### src/rtl/eneadim_soc.sv
// eneadim_soc: processor-less SoC tile driven by an external register bus.
// Ports:
//   clk, rst_n  clock and async active-low reset
//   ena         slot enable, ignored
//   ui_in       [3:0] addr, [4] we, [5] re
//   uio_in      write data
//   uio_out     registered read data
//   uio_oe      0xFF while read data is driven
//   uo_out      peripheral view selected by CTRL[4:3]
module eneadim_soc #(
  parameter logic [7:0] ID_VALUE = 8'hE5
) (
  input  logic       clk,
  input  logic       rst_n,
  input  logic       ena,
  input  logic [7:0] ui_in,
  input  logic [7:0] uio_in,
  output logic [7:0] uio_out,
  output logic [7:0] uio_oe,
  output logic [7:0] uo_out
);

  logic [3:0]  w_addr;
  logic        w_we;
  logic        w_re;
  logic [15:0] w_wr;
  logic        w_unused;

  logic [7:0] r_gpio;
  logic [4:0] r_ctrl;
  logic [7:0] r_tload;
  logic [7:0] r_tcnt;
  logic [7:0] r_presc;
  logic [7:0] r_duty;
  logic       r_mf;
  logic [7:0] r_scratch;
  logic [7:0] r_pre;
  logic [7:0] r_pwm_cnt;
  logic [7:0] r_uio_out;
  logic [7:0] r_uio_oe;
  logic [7:0] r_uo_out;

  logic       w_ten;
  logic       w_pen;
  logic       w_arl;
  logic [1:0] w_osel;
  logic       w_tick;
  logic       w_match;
  logic       w_mf_set;
  logic       w_mf_clr;
  logic       w_pwm;
  logic [7:0] w_rdata;
  logic [7:0] w_view;

  assign w_addr   = ui_in[3:0];
  assign w_we     = ui_in[4];
  assign w_re     = ui_in[5];
  assign w_unused = &{1'b0, ena, ui_in[7:6]};
  assign w_wr     = w_we ? (16'h0001 << w_addr) : 16'h0000;

  assign w_ten  = r_ctrl[0];
  assign w_pen  = r_ctrl[1];
  assign w_arl  = r_ctrl[2];
  assign w_osel = r_ctrl[4:3];

  assign w_tick   = w_ten && (r_pre == r_presc);
  assign w_match  = (r_tcnt == r_tload);
  assign w_mf_set = w_tick && w_match;
  assign w_mf_clr = w_wr[6] && uio_in[0];
  assign w_pwm    = w_pen && (r_pwm_cnt < r_duty);

  always_comb begin
    w_rdata = 8'h00;
    case (w_addr)
      4'h0:    w_rdata = r_gpio;
      4'h1:    w_rdata = {3'b000, r_ctrl};
      4'h2:    w_rdata = r_tload;
      4'h3:    w_rdata = r_tcnt;
      4'h4:    w_rdata = r_presc;
      4'h5:    w_rdata = r_duty;
      4'h6:    w_rdata = {7'b0, r_mf};
      4'h7:    w_rdata = r_scratch;
      4'h8:    w_rdata = ID_VALUE;
      default: w_rdata = 8'h00;
    endcase
  end

  always_comb begin
    w_view = r_gpio;
    case (w_osel)
      2'd0:    w_view = r_gpio;
      2'd1:    w_view = r_tcnt;
      2'd2:    w_view = {r_gpio[7:2], r_mf, w_pwm};
      default: w_view = ID_VALUE;
    endcase
  end

  always_ff @(posedge clk or negedge rst_n) begin
    if (!rst_n) begin
      r_gpio    <= 8'h00;
      r_ctrl    <= 5'h00;
      r_tload   <= 8'h00;
      r_presc   <= 8'h00;
      r_duty    <= 8'h00;
      r_scratch <= 8'h00;
      r_mf      <= 1'b0;
    end else begin
      if (w_wr[0]) r_gpio    <= uio_in;
      if (w_wr[1]) r_ctrl    <= uio_in[4:0];
      if (w_wr[2]) r_tload   <= uio_in;
      if (w_wr[4]) r_presc   <= uio_in;
      if (w_wr[5]) r_duty    <= uio_in;
      if (w_wr[7]) r_scratch <= uio_in;
      // a match in the same cycle as a clear wins
      r_mf <= w_mf_set | (r_mf & ~w_mf_clr);
    end
  end

  always_ff @(posedge clk or negedge rst_n) begin
    if (!rst_n) begin
      r_pre  <= 8'h00;
      r_tcnt <= 8'h00;
    end else begin
      if (!w_ten || w_tick) r_pre <= 8'h00;
      else                  r_pre <= r_pre + 8'd1;
      if (w_tick) begin
        // on match without reload the counter parks at TLOAD
        if (w_match) r_tcnt <= w_arl ? 8'h00 : r_tload;
        else         r_tcnt <= r_tcnt + 8'd1;
      end
    end
  end

  always_ff @(posedge clk or negedge rst_n) begin
    if (!rst_n) begin
      r_pwm_cnt <= 8'h00;
    end else begin
      if (w_pen) r_pwm_cnt <= r_pwm_cnt + 8'd1;
      else       r_pwm_cnt <= 8'h00;
    end
  end

  always_ff @(posedge clk or negedge rst_n) begin
    if (!rst_n) begin
      r_uio_out <= 8'h00;
      r_uio_oe  <= 8'h00;
      r_uo_out  <= 8'h00;
    end else begin
      if (w_re) r_uio_out <= w_rdata;
      r_uio_oe <= w_re ? 8'hFF : 8'h00;
      r_uo_out <= w_view;
    end
  end

  assign uio_out = r_uio_out;
  assign uio_oe  = r_uio_oe;
  assign uo_out  = r_uo_out;

endmodule

### config.mk
export PLATFORM = sky130hd
export DESIGN_NAME = eneadim_soc
export DESIGN_NICKNAME = d
export VERILOG_FILES = /design/src/rtl/eneadim_soc.sv
export SDC_FILE = /design/constraint.sdc
export NUM_CORES = 1
export LEC_CHECK = 0
export CORE_ASPECT_RATIO = 0.7
export CORE_UTILIZATION = 58
export CTS_CLUSTER_DIAMETER = 50
export DETAILED_ROUTE_END_ITERATION = 10
export GPL_ROUTABILITY_DRIVEN = 1
export HOLD_SLACK_MARGIN = 0.12
export PLACE_DENSITY = 0.87
export SLEW_MARGIN = 20
export SYNTH_ARGS = -nofsm -noshare
export SYNTH_HDL_FRONTEND = slang
export SYNTH_SLANG_ARGS = --single-unit
### constraint.sdc
create_clock -name clk -period 2.52 [get_ports clk]
set_input_delay 0.63 -clock clk [delete_from_list [all_inputs] [get_ports clk]]
set_output_delay 0.63 -clock clk [all_outputs]
set_load 0.01 [all_outputs]
# Word-level counts from Yosys, hierarchy flattened
# Cells that the tools add are included.
# word_totals
word_cells	49
latch_bits	0
ram_bits	0
mem_count	0
rom_bits	0
ff_bits	94
output_inout_bits	24
input_bits	19
# classes
n_addsub	3
order_cmp	1
n_shift	1
reduce_logical	8
mul	0
bitwise_logic	3
n_div	0
n_mux	8
n_eq_ne	12
# op_table
cell	n
$pmux 8 s9	1
$mux 8	6
$add 8x1->8 const B	3
$pmux 8 s3	1
$eq 4x3->1 const B	4
$eq 8x8->1	2
$eq 4x2->1 const B	2
$lt 8x8->1	1
$shl 1x4->8 const A	1
$eq 4x1->1 const B	1
$eq 4x4->1 const B	1
$logic_and 1x1->1	4
$logic_not 4->1	1
$eq 2x1->1 const B	1
$eq 2x2->1 const B	1
$logic_not 2->1	1
$and 1x1->1	1
$logic_not 1->1	1
$logic_or 1x1->1	1
$not 1->1	1
$or 1x1->1	1

# Logic depth before layout (Yosys ltp)
# Gate-level depths: netlist of run 1.
# logic_depth
word_depth	6
mapped_depth	8
mapped_depth_nobuf	6

# Worst setup path before layout of run 1
# No wires, ideal clock.
# synth_path
path_kind	input to register
startpoint	input port ui_in[2]
endpoint	register r_uio_out[1] (netlist: uio_out[1])
cell_stages	7
required_ps	2386
path_slack_ps	541
arrival_time_ps	1845
path_cell_list	clkbuf_1 -> buf_2 -> mux2_2 -> a22oi_1 -> o22ai_1 -> a41oi_1 -> o22ai_1
# synth_between
elab_chain_len	2
elab_cells_between_ends	10
# synth_rtl
element	line_no	source
start, declared	16	input logic [7:0] ui_in,
$eq 4x4->1, or another cell as far along	74	case (w_addr)
$pmux 8 s9 (*)	74	
end signal, assigned	149	if (w_re) r_uio_out <= w_rdata;
end, declared	39	logic [7:0] r_uio_out;
# Every way passes the cells marked *; elsewhere a longest branch is shown, timed or not.
# A chain may end at the register's enable or synchronous reset.

# Final worst setup path of run 1
# layout_path
startpoint	input port ui_in[0]
endpoint	register r_gpio[2]
# layout_between
elab_chain_len	2
# layout_rtl
element	line_no	source
$shl 1x4->8	59	assign w_wr = w_we ? (16'h0001 << w_addr) : 16'h0000;
$mux 8	59	
end signal, assigned	108	if (w_wr[0]) r_gpio <= uio_in;
end, declared	29	logic [7:0] r_gpio;
# No other way between the ends.

==> flow_summary.ini, run 1 <==
[outcome]
run_status = complete, no violations

[synthesis]
synth_area_sq_um = 4550
synth-edff-count = 0
ys_seq_area_frac = 0.478
synthTopCellsByArea = dfrtp_1 (48%), mux2_2 (11%), ha_1 (2.7%)
synth_top_area_share = 0.478
synth_seq_cells = 87
synth_top_family_by_area = multiplexers
synth.avg_cell_area_sq_um = 11.1
synthAdderAreaFrac = 0.0275
synthesized_net_count = 440
yosysTopAreaCell = dfrtp_1
dominantRegCellSynth = dfrtp_1
ys_types = 52
synthesis.yosys.warnings = 0
synth-xor-area-share = 0.0555
post_synth_and_or_nand_nor_area_fraction = 0.132
synth_compound_area_frac = 0.118
ys_async_rst_share = 1.00
muxShareOfSynthArea = 0.137
post_synth_inst_count = 411

[route]
drcViolationCount = 0
route.antenna.remaining_nets = 0
drt-pass1-iter-count = 5
routed-via-count = 3373
drt-initial-drc-count = 236
wire_per_inst_um = 19.7
vias_per_cell = 6.11
routed_wirelength_mm = 10.9

[pwr]
ir_worst_vdd_uv = 506
cellInternalPower_uw = 2800
power_density_nw_per_um2 = 798
power.share.clock = 0.233
switching_share = 0.333
net-switching-power_uw = 1400
cellLeakagePower_uw = 0.00229
power.share.sequential = 0.494
power_frac_comb = 0.273

[sta]
max_clock_skew_ns = 0.00951
holdWs_ns = 0.216
hold_viol_final = 0
layout_setup_ws_ns = 0.382
slew_viol_final = 0
worst_slew_margin_rel = 0.640
final_critical_path_time_including_i_o_delays_and_setup_ns = 2.14
worst-slew-pin-transition_ns = 0.540
period_share = 0.848
finalSetupViolCount = 0
rsz0062_at_grt = false
setup-tns-final_ns = 0
fmax_mhz = 468

[grt]
grt_pass1_vias = 3415
grt.overflow.total = 0
maximum_number_of_pins_on_one_net_before_global_route_repair = 50
global_route.usage.total = 0.296
grt_first_pass_wirelength_mm = 17.9
number_of_antenna_violations_at_the_first_check_in_global_routing = 0

[clock_tree]
cts_tree = done
ctsLongestPathBuffers = 2
cts.sink_count = 87
ctsRootBufferMaster = clkbuf_8
cts_bufs_inserted = 9
postCtsSetupRepairBufs = 0
clock_insertion_delay_worst_skew_ns = 0.38
cts.reportedPaths.clkPinSlew_ns = 0.08
ctsResizeCount = 0
htree_levels = 3
cts_hold_buffers = 0

[floorplanning]
fp-row-count = 26
top_level_ports = 43
dieArea_sq_um = 8210
core_area_sq_um = 7450
fp.dieW_um = 108
die_height_um = 76.1
start_util = 0.611

[finish]
layout-drive-gt1-share = 0.192
nets = 478
final.fill_count = 533
area.growth.synth_to_final_pct = 15.8
area_taken_by_multi_input_logic_gates_sq_um = 2140
antenna_cells = 0
register_area_sq_um = 2180

[critical_path]
slowest_stage = clkdlybuf4s50_1
cp-start-kind = input port
worst-r2r-setup-slack_ns = 0.60
max_stage_delay_ns = 0.52
timing_worst_setup_path_type = in2reg
critical_path_required_ns = 2.78
cp.arrival_ns = 2.40
timing.critical_path.cells = clkdlybuf4s50_1 > buf_12 > nor2_1 > nand3_1 > buf_4 > mux2_2
end_kind = register
timing.critical_path.fanout_max = 16

[run]
max-cap-violations = 0

[place]
dp_hpwl_mm = 8.00
placement.io_buffers = 39
dp_slack_ns = -0.00175
globalplace.congestion = 0.913

[min_path]
timing.hold.worst.class = in2async
## layout by cell type, fill, tap and decap left out, types with 3 or more instances in the layout
cell type / n
nor2_1: 17
a22oi_1: 3
buf_12: 4
nand3b_1: 4
nand2_1: 22
a21oi_1: 14
o22a_1: 5
a31oi_1: 3
o22ai_1: 9
buf_4: 14
nor3b_1: 4
a41oi_1: 4
dfrtp_1: 87
and2_1: 8
o21a_1: 3
o32a_1: 4
nor2b_1: 10
mux2_2: 46
nand3_1: 19
xor2_1: 13
ha_1: 10
clkdlybuf4s50_1: 38
xnor2_1: 14
and3_1: 9
o21ai_0: 20
inv_1: 17
nand2b_1: 3
mux2i_1: 6
clkbuf_8: 10
## layout make-up
| class | count | share of cell area |
|---|---|---|
| Inverter | 17 | 0.0121 |
| Clock buffer | 11 | 0.0268 |
| Clock inverter | 5 | 0.0109 |
| Sequential cell | 87 | 0.413 |
| Timing Repair Buffer | 56 | 0.107 |
| Tap cell | 98 | 0.0233 |
| Multi-Input combinational cell | 278 | 0.406 |
## kinds of logic (layout without fill, tap and decap cells)
kind of cell / Yosys count / in the layout
muxes: 54 / 54
AOI/OAI and AO/OA: 80 / 80
and+or+nand+nor: 106 / 106
buffers and inverters: 46 / 89
adders and majority gates: 10 / 10
xor gates and xnor gates: 28 / 28
DFF: 87 / 87
## sequential cells by signal, summed over array words and instances (netlist names)
name / count
uio_out: 8
r_tload: 8
r_pwm_cnt: 8
r_presc: 8
r_ctrl: 5
r_pre: 8
r_tcnt: 8
r_scratch: 8
r_duty: 8
r_gpio: 8
uio_oe: 1
r_mf: 1
uo_out: 8
## final timing paths
kind	from	end	depth (start not counted)
min reg2reg	uio_out[7]$_DFFE_PN0P_	uio_out[7]$_DFFE_PN0P_	1
max reg2reg	r_tcnt[0]$_DFFE_PN0P_	r_tcnt[5]$_DFFE_PN0P_	5
min	rst_n	r_tload[7]$_DFFE_PN0P_	1
max	ui_in[0]	r_gpio[2]$_DFFE_PN0P_	6
max in group asynchronous	rst_n	r_ctrl[4]$_DFFE_PN0P_	2
min in group clk	uio_out[7]$_DFFE_PN0P_	uio_out[7]$_DFFE_PN0P_	1
## critical path: cells and delay by family
family	cells	cell delay [ns]
AND/OR/NAND/NOR	2	0.55
buffers and inverters	3	0.94
multiplexers	1	0.28
## power groups by stage
stage	clock (uW)	combinational (uW)	sequential (uW)
global placement	0	1100	2070
finish	980	1150	2080
floorplan	0	797	1960
global route	1060	1270	2110
CTS	1000	1150	2070
detailed placement	0	1140	2090
## metrics by stage
| step | area, sq um | std cells | utilization | total power [uW] |
|---|---|---|---|---|
| after floorplan | 4550 | 411 | - | 2760 |
| after global placement | 5070 | 536 | 0.681 | 3170 |
| after detailed placement | 5070 | 536 | 0.681 | 3230 |
| after CTS | 5270 | 552 | 0.707 | 4210 |
| after global routing | 5270 | 552 | 0.707 | 4440 |
| final | 5270 | 552 | 0.707 | 4200 |
## synth_stat cells, drive strengths merged, types with 8 or more instances
| cell | instances |
|---|---|
| nand3 | 19 |
| o21ai | 20 |
| mux2 | 46 |
| xor2 | 13 |
| nor2b | 10 |
| ha | 10 |
| buf | 19 |
| o22ai | 9 |
| clkbuf | 10 |
| dfrtp | 87 |
| xnor2 | 15 |
| and3 | 9 |
| and2 | 8 |
| nand2 | 22 |
| a21oi | 14 |
| nor2 | 18 |
| inv | 17 |
## layer usage
metal | up-vias | wire length, um | global-route usage
met1 | 1674 | 4620 | 0.407
met4 | 0 | 257 | 0.116
met5 | - | 0 | 0
li1 | 1541 | - | -
met2 | 137 | 4940 | 0.433
met3 | 21 | 1050 | 0.0984
Note: power is estimated with default switching activity, not from simulation.
==> run 2, diff against run 1 <==
CORE_UTILIZATION = 57   (was 58)
PLACE_DENSITY = 0.85   (was 0.87)
clock period = 2.1 ns   (was 2.52 ns; I/O delays follow)
==> run 2 against run 1 <==
Compared with the run above: clock power increased by 54%; via count up 5.6%; power increased by 31%; first-iteration DRC count rose by 27%; critical path type unchanged; routed wire length rose by 8.1%; combinational power is 35% higher; largest cell class unchanged; critical endpoint is now r_gpio[7]$_DFFE_PN0P_.
==> flow_summary.ini, run 2 (same netlist as run 1, synthesis figures left out) <==
[grt]
use_met3 = 0.0748
grt_pass1_vias = 3606
gr-usage-met1 = 0.426
global_route.usage.total = 0.309
number_of_antenna_violations_at_the_first_check_in_global_routing = 0
maximum_number_of_pins_on_one_net_before_global_route_repair = 40
grt.overflow.total = 0
met2_usage = 0.487
global_route.peak_usage_layer = met2
grt_first_pass_wirelength_mm = 19.2

[pwr]
switching_share = 0.323
net-switching-power_uw = 1780
power_frac_comb = 0.281
power_density_nw_per_um2 = 998
ir_worst_vdd_uv = 694
cellInternalPower_uw = 3720
cellLeakagePower_uw = 0.00244
power.share.sequential = 0.445
power.share.clock = 0.274
design_power_total_uw = 5500

[floorplanning]
core_area_sq_um = 7510
top_level_ports = 43
die_height_um = 76.8
start_util = 0.606
fp-row-count = 26
dieArea_sq_um = 8350
fp.dieW_um = 109

[finish]
final_common_cell = dfrtp_1
antenna_cells = 0
finalNonFillerCells = 575
nets = 501
layout-drive-gt1-share = 0.235
most-common-layout-cells = dfrtp_1 (87), mux2_2 (46), buf_4 (38), clkdlybuf4s50_1 (38), nand2_1 (22)
layout.cell_area.non_filler_sq_um = 5510
area.growth.synth_to_final_pct = 21.1

[place]
globalplace.congestion = 0.962
placed_cells = 558
dp_slack_ns = -0.299
placement.io_buffers = 39
dpl_cell_area_sq_um = 5210
dp_hpwl_mm = 8.56

[route]
wire_per_inst_um = 20.4
drt-pass1-iter-count = 5
routed-via-count = 3563
routed_wirelength_mm = 11.7
route.antenna.remaining_nets = 0
drt-initial-drc-count = 299
drcViolationCount = 0
vias_per_cell = 6.20

[sta]
layout_setup_ws_ns = 0.0749
hold_viol_final = 0
period_share = 0.964
slew_viol_final = 0
max_clock_skew_ns = 0.00330
final_critical_path_time_including_i_o_delays_and_setup_ns = 2.03
rsz0062_at_grt = false
worst_slew_margin_rel = 0.620
worst-slew-pin-transition_ns = 0.569
fmax_mhz = 494
setup-tns-final_ns = 0
finalSetupViolCount = 0

[clock_tree]
ctsLongestPathBuffers = 2
cts.sink_count = 87
htree_levels = 3
clock_insertion_delay_worst_skew_ns = 0.35
cts_bufs_inserted = 9
ctsRootBufferMaster = clkbuf_16
cts_tree = done
cts.reportedPaths.clkPinSlew_ns = 0.06

[min_path]
timing.hold.worst.class = reg2reg

[critical_path]
cp-start-kind = input port
worst-r2r-setup-slack_ns = 0.22
end_kind = register
timing_worst_setup_path_type = in2reg
cp.arrival_ns = 2.26
critical_path_required_ns = 2.33
timing.critical_path.fanout_max = 13

[run]
max-cap-violations = 0

[outcome]
run_status = complete, no violations
## run 2: cell types whose count changed in the layout (fill, tap and decap cells not counted), sizes merged
cell	previous run	this run
clkinv	4	5
dlygate4sd3	0	1
buf	18	40
bufinv	1	0
## run 2: stage by stage
step | hold slack (ns) | util
after floorplan | 0.229 | -
after global placement | 0.458 | 0.693
after detailed placement | 0.464 | 0.693
after CTS | 0.480 | 0.733
after global routing | 0.504 | 0.734
final | 0.485 | 0.734
## run 2: layout make-up
cell class / instances / area (sq um)
inverter: 17 / 63.8
clock buffer: 11 / 253
multi-input combinational: 278 / 2150
clock inverter: 5 / 32.5
fill: 534 / 2000
sequential: 87 / 2180
timing repair buffer: 79 / 716
tap: 98 / 123
## run 2: repair_timing
action	CTS	global route
hold buffers	1	0
setup buffers	0	0
endpoints found under the setup margin	0	9
gates resized for setup	0	3
endpoints found under the hold margin	18	0
## run 2: layer usage
metal	share of wire	routed length, um
met5	0	0
met4	0.015	179
met3	0.074	874
met2	0.47	5550
met1	0.44	5140
## run 2: worst paths after layout
check                                         endpoint  cells after the start              startpoint
max in group asynchronous       r_pwm_cnt[2]$_DFF_PN0_                      3                   rst_n
worst max register to register   r_tcnt[7]$_DFFE_PN0P_                      4  r_presc[6]$_DFFE_PN0P_
worst min register to register  r_pwm_cnt[0]$_DFF_PN0_                      1  r_pwm_cnt[0]$_DFF_PN0_
worst max-delay path             r_gpio[7]$_DFFE_PN0P_                      7                ui_in[2]
worst min-delay path            r_pwm_cnt[0]$_DFF_PN0_                      1  r_pwm_cnt[0]$_DFF_PN0_
min in group asynchronous        r_tcnt[6]$_DFFE_PN0P_                      2                   rst_n
## run 2: power groups by stage
| stage | clock network (uW) | logic [uW] | registers, uW |
|---|---|---|---|
| 3_5_place_dp | 0 | 1510 | 2460 |
| 2_1_floorplan | 0 | 956 | 2360 |
| 4_1_cts | 1530 | 1540 | 2440 |
| 5_1_grt | 1610 | 1680 | 2490 |
| 6_report | 1510 | 1550 | 2450 |
| 3_3_place_gp | 0 | 1450 | 2440 |
## run 2: critical path, stage by stage
cell	delay, ns
clkdlybuf4s50_1	0.47
buf_12	0.18
buf_4	0.14
nor2_1	0.22
nand3_1	0.22
buf_4	0.22
mux2_2	0.27
